--- src/rtl/pmem_arbiter.sv ---
// pmem_arbiter: shares one physical-memory cacheline port between the icache and dcache.
//
// Whole-line transactions are serialised. Each response is routed only to the cache
// that owns the current transaction. FSM: IDLE -> I_BUSY/D_BUSY -> DONE -> IDLE.
// DONE is a one-cycle gap so that a cache can drop its request before it is re-arbitrated.
//
// Parameters:
//   LINE_WIDTH  cacheline width in bits
//   ADDR_WIDTH  physical address width
//   RR_EN       0: fixed priority (dcache wins ties); 1: round-robin on ties
//
// Ports:
//   clk, rst                       clock; synchronous active-high reset
//   i_read, i_address              icache line read request
//   i_rdata, i_resp                icache return data / completion pulse
//   d_read, d_write, d_address,
//   d_wdata                        dcache request (read+write together is a write)
//   d_rdata, d_resp                dcache return data / completion pulse
//   m_read, m_write, m_address,
//   m_wdata                        request to the cacheline adaptor
//   m_rdata, m_resp                adaptor return data / completion
//
// Optional build macro PMEM_ARB_PERF_CNT_EN adds the saturating 32-bit counters
//   i_grant_cnt, d_grant_cnt and conflict_cnt.

module pmem_arbiter #(
    parameter int unsigned LINE_WIDTH = 256,
    parameter int unsigned ADDR_WIDTH = 32,
    parameter bit          RR_EN      = 1'b0
) (
    input  logic                  clk,
    input  logic                  rst,
    input  logic                  i_read,
    input  logic [ADDR_WIDTH-1:0] i_address,
    output logic [LINE_WIDTH-1:0] i_rdata,
    output logic                  i_resp,
    input  logic                  d_read,
    input  logic                  d_write,
    input  logic [ADDR_WIDTH-1:0] d_address,
    input  logic [LINE_WIDTH-1:0] d_wdata,
    output logic [LINE_WIDTH-1:0] d_rdata,
    output logic                  d_resp,
    output logic                  m_read,
    output logic                  m_write,
    output logic [ADDR_WIDTH-1:0] m_address,
    output logic [LINE_WIDTH-1:0] m_wdata,
    input  logic [LINE_WIDTH-1:0] m_rdata,
    input  logic                  m_resp
`ifdef PMEM_ARB_PERF_CNT_EN
    ,
    output logic [31:0]           i_grant_cnt,
    output logic [31:0]           d_grant_cnt,
    output logic [31:0]           conflict_cnt
`endif
);

    typedef enum logic [1:0] {StIdle, StIBusy, StDBusy, StDone} state_e;

    state_e                state_q, state_d;
    logic                  last_grant_q, last_grant_d;  // 1: dcache was granted last
    logic [ADDR_WIDTH-1:0] req_addr_q, req_addr_d;
    logic [LINE_WIDTH-1:0] req_wdata_q, req_wdata_d;
    logic                  req_is_write_q, req_is_write_d;

    logic i_req, d_req;
    logic grant_i, grant_d;
    logic i_busy, d_busy, busy;

    assign i_req  = i_read;
    assign d_req  = d_read | d_write;
    assign i_busy = (state_q == StIBusy);
    assign d_busy = (state_q == StDBusy);
    assign busy   = i_busy | d_busy;

    always_comb begin
        state_d        = state_q;
        last_grant_d   = last_grant_q;
        req_addr_d     = req_addr_q;
        req_wdata_d    = req_wdata_q;
        req_is_write_d = req_is_write_q;
        grant_i        = 1'b0;
        grant_d        = 1'b0;

        unique case (state_q)
            StIdle: begin
                if (i_req && d_req) begin
                    // On a tie round-robin favours whoever did not go last.
                    if (RR_EN && last_grant_q) grant_i = 1'b1;
                    else                       grant_d = 1'b1;
                end else if (i_req) begin
                    grant_i = 1'b1;
                end else if (d_req) begin
                    grant_d = 1'b1;
                end

                if (grant_i) begin
                    state_d        = StIBusy;
                    last_grant_d   = 1'b0;
                    req_addr_d     = i_address;
                    req_wdata_d    = '0;
                    req_is_write_d = 1'b0;
                end else if (grant_d) begin
                    state_d        = StDBusy;
                    last_grant_d   = 1'b1;
                    req_addr_d     = d_address;
                    req_wdata_d    = d_wdata;
                    req_is_write_d = d_write;
                end
            end
            StIBusy, StDBusy: begin
                if (m_resp) state_d = StDone;
            end
            StDone: state_d = StIdle;
            default: state_d = StIdle;
        endcase
    end

    always_ff @(posedge clk) begin
        if (rst) begin
            state_q        <= StIdle;
            last_grant_q   <= 1'b1;
            req_addr_q     <= '0;
            req_wdata_q    <= '0;
            req_is_write_q <= 1'b0;
        end else begin
            state_q        <= state_d;
            last_grant_q   <= last_grant_d;
            req_addr_q     <= req_addr_d;
            req_wdata_q    <= req_wdata_d;
            req_is_write_q <= req_is_write_d;
        end
    end

    // Adaptor side is a pure function of registered state.
    assign m_read    = busy & ~req_is_write_q;
    assign m_write   = busy & req_is_write_q;
    assign m_address = busy ? req_addr_q : '0;
    assign m_wdata   = busy ? req_wdata_q : '0;

    // A response arriving while reset is asserted is dropped.
    assign i_resp  = i_busy & m_resp & ~rst;
    assign d_resp  = d_busy & m_resp & ~rst;
    assign i_rdata = i_resp ? m_rdata : '0;
    assign d_rdata = d_resp ? m_rdata : '0;

`ifdef PMEM_ARB_PERF_CNT_EN
    logic waiting;

    // A cache waits when it requests but neither owns nor is being granted the port.
    assign waiting = (i_req & ~(i_busy | grant_i)) | (d_req & ~(d_busy | grant_d));

    always_ff @(posedge clk) begin
        if (rst) begin
            i_grant_cnt  <= '0;
            d_grant_cnt  <= '0;
            conflict_cnt <= '0;
        end else begin
            if (grant_i && i_grant_cnt != 32'hFFFF_FFFF) i_grant_cnt <= i_grant_cnt + 32'd1;
            if (grant_d && d_grant_cnt != 32'hFFFF_FFFF) d_grant_cnt <= d_grant_cnt + 32'd1;
            if (waiting && conflict_cnt != 32'hFFFF_FFFF) conflict_cnt <= conflict_cnt + 32'd1;
        end
    end
`endif

endmodule

--- config.mk ---
export PLATFORM = sky130hd
export DESIGN_NAME = pmem_arbiter
export DESIGN_NICKNAME = d
export VERILOG_FILES = /design/src/rtl/pmem_arbiter.sv
export SDC_FILE = /design/constraint.sdc
export NUM_CORES = 1
export LEC_CHECK = 0
export CORE_AREA = 2 2 533 535
export CTS_CLUSTER_DIAMETER = 30
export DETAILED_ROUTE_END_ITERATION = 8
export DIE_AREA = 0 0 535 537
export HOLD_SLACK_MARGIN = 0.15
export PLACE_DENSITY = 0.3
export SKIP_LAST_GASP = 1
export SLEW_MARGIN = 10
export SYNTH_ARGS = -nofsm -noshare
export SYNTH_HDL_FRONTEND = slang
export SYNTH_SLANG_ARGS = --single-unit
--- constraint.sdc ---
create_clock -name clk -period 2.2 [get_ports clk]
set_input_delay 0.44 -clock clk [delete_from_list [all_inputs] [get_ports clk]]
set_output_delay 0.44 -clock clk [all_outputs]
set_load 0.01 [all_outputs]
==> results.md <==
- Status: finished, violations left
- Failing checks: negative setup slack
- Worst-Margin Slew: 561 ps
- Tot GR Track Use: 0.124
- Root Driver: clkbuf_16
- CP Data Arrival Time: 2700 ps
- Post-synth EDFFs: 0
- Initial drt markers: 634
- Layout cells sized above 1: 0.215
- Synth Cell Area: 15200 um2
- FF-to-FF Start: state_q[1]
- Vias: 19898
- Sink Count: 291
- Wire per inst: 26.6 um
- Syn_area_per_cell: 8.76 um2
- Synth async-reset ratio: 0
- Mapped Cells: 1740
- Detailed Place HPWL: 163000 um
- Worst Path Class, Setup: flip-flop to output pin
- Detailed Route WL: 191000 um
- Power density over the cells: 966 nW/um2
- Slew headroom: 0.626
- Hold path start: i_address[22]
- Top FF cell, synth: dfxtp_1
- Io pins: 1386
- Peak supply drop: 621 uV
- Sequential-to-total area share from yosys stat: 0.382
- First-pass DRT Iterations: 5
- Core footprint: 281000 um2
- Min-Delay Path Class: primary input to flip-flop
- Largest net degree at the start of global routing: 65
- Leak: 17.1 nW
- Hold_buf cts: 0
- Syn nets: 2325
- Placed Area: 36000 um2
- Num CTS Buffers: 100
- Reg clk slew, reported paths: 40 ps
- Fin. Hold Viols: 0
- Vias in the first global route: 20802
- Worst skew pair latency: 690 ps
- Total grt overflow: 0
- Antenna-violating nets left: 0
- H-tree depth: 3
- Synth cell types: 27
- Cell with the most instances after synthesis: and2_1
- First-pass GRT wire length: 230000 um
- Max Cap Viol: 0
- Clk_skew: 40.0 ps
- Total power: 39.4 mW
- Nets: 3886
- Yosys reg bits: 291
- Final GP Congestion: 0.845
- Post-route cell area: 40700 um2
- Critical Path Sink Type: output pin
- Vias per inst: 2.78
- Row Count: 195
- RSZ-0062 raised after global routing: true
- Fillers: 31830
- CTS tree: done
- Fin crit share: 1.43
- Req. time, crit path: 1760 ps
- Yosys warns: 0
- Max-slew violation count: 0
- Startpoint types: flip-flop
- Max Freq: 0.318 GHz
- Overall die width: 535 um
- Starting density of the core: 0.0542
- Setup crit start: state_q[1]
- Port buffer count: 1385
- Most frequent cells after synthesis: and2_1, dfxtp_1, a22o_1, clkbuf_1, nor2_1
- Largest area contributor in the netlist: dfxtp_1
- Final setup violation count: 804
- Largest cells by area after synthesis: dfxtp_1, and2_1, a22o_1
- Bufs on Longest Clock Path: 3
- Initial antenna violation count: 136
- Period minus WS final: 3140 ps
- Post-Route Setup TNS: -594890 ps
- Die area: 287000 um2
- Die Y: 537 um
- # DRC: 0
- Synth-to-layout area growth: 167%
- Worst-path fanout max: 12
- Synth top area share: 0.382
- Worst Slack Setup Final: -944 ps
-- per-layer routing --
layer  part of all wire  up-vias  track usage
li1                   -     9049            -
met1               0.34     9280        0.118
met2               0.53     1207        0.236
met4              0.045        4       0.0513
met3              0.086      358       0.0468
met5            0.00012        -            0
-- cell type report --
class	instances	area [um2]	area share
multi-input cells	1271	8610	0.211
flip-flops and latches	291	5830	0.143
diodes	34	85.1	0.00209
clock inverters	37	556	0.0136
inverters	4	17.5	0.000430
clock buffers	143	2930	0.0720
repair buffers	1633	18000	0.443
well taps	3743	4680	0.115
-- metrics by stage --
| step | std cells | setup slack (ps) | hold slack (ps) | utilization |
|---|---|---|---|---|
| after floorplan | 1740 | 303 | 440 | - |
| after global placement | 6886 | -867 | 452 | 0.128 |
| after detailed placement | 6886 | -871 | 455 | 0.128 |
| after CTS | 7092 | -1070 | 271 | 0.142 |
| after global routing | 7137 | -1030 | 312 | 0.145 |
| final | 7156 | -944 | 346 | 0.145 |
-- critical path, cell delays in order (launching register included) --
cell and delay (ps):
dfxtp_2 310, buf_4 110, ha_4 120, and3_4 260, buf_12 180, buf_12 130, buf_16 140, and2_1 140
clkdlybuf4s50_1 550
-- logic make-up (layout without fill, tap and decap cells) --
family          Yosys count  after routing  share of synthesized area
compound gates          296            296                      0.163
fa+ha+maj                 3              3                    0.00246
buf+inv                 178           1817                     0.0605
flops                   291            291                      0.382
other cells               0             34                          0
simple gates            972            972                      0.392
-- state kept, by name, indices dropped and copies added, names as in the netlist --
| register | count |
|---|---|
| req_wdata_q | 256 |
| req_addr_q | 32 |
| req_is_write_q | 1 |
| state_q | 2 |
-- where the power goes --
part	total (mW)	internal (mW)	switching, mW
clock	14.5	10.1	4.43
combinational	17.2	8.70	8.48
sequential	7.64	6.70	0.936
-- path summary, 6_finish.rpt --
check	to	cells after the start	slack (ps)
max reg2reg	state_q[1]	8	330
min	req_addr_q[22]	3	350
min reg2reg	req_wdata_q[121]	1	470
max	d_rdata[253]	8	-940
-- what timing repair did --
action | in CTS | in global routing
gates resized for setup | 280 | 246
setup buffers | 16 | 20
cloned | 10 | 11
endpoints found under the setup margin | 804 | 804
pin swaps | 3 | 2
-- layout by cell type, fill, tap and decap left out, drive strengths merged, types with 2 or more instances in the layout --
| master | Yosys | routed |
|---|---|---|
| nand2b | 32 | 32 |
| buf | 56 | 457 |
| and2 | 801 | 801 |
| clkbuf | 118 | 184 |
| a22o | 257 | 257 |
| clkdlybuf4s50 | 0 | 1020 |
| dfxtp | 291 | 291 |
| nor4 | 32 | 32 |
| nor2b | 2 | 2 |
| clkinvlp | 0 | 6 |
| dlygate4sd2 | 0 | 12 |
| diode | 0 | 34 |
| inv | 4 | 6 |
| or4 | 32 | 32 |
| dlymetal6s2s | 0 | 93 |
| bufinv | 0 | 8 |
| o21ai | 33 | 33 |
| clkinv | 0 | 21 |
| and3 | 2 | 2 |
| clkdlybuf4s15 | 0 | 9 |
| ha | 3 | 3 |
| nor2 | 67 | 67 |
Note: power is estimated with default switching activity, not from simulation.
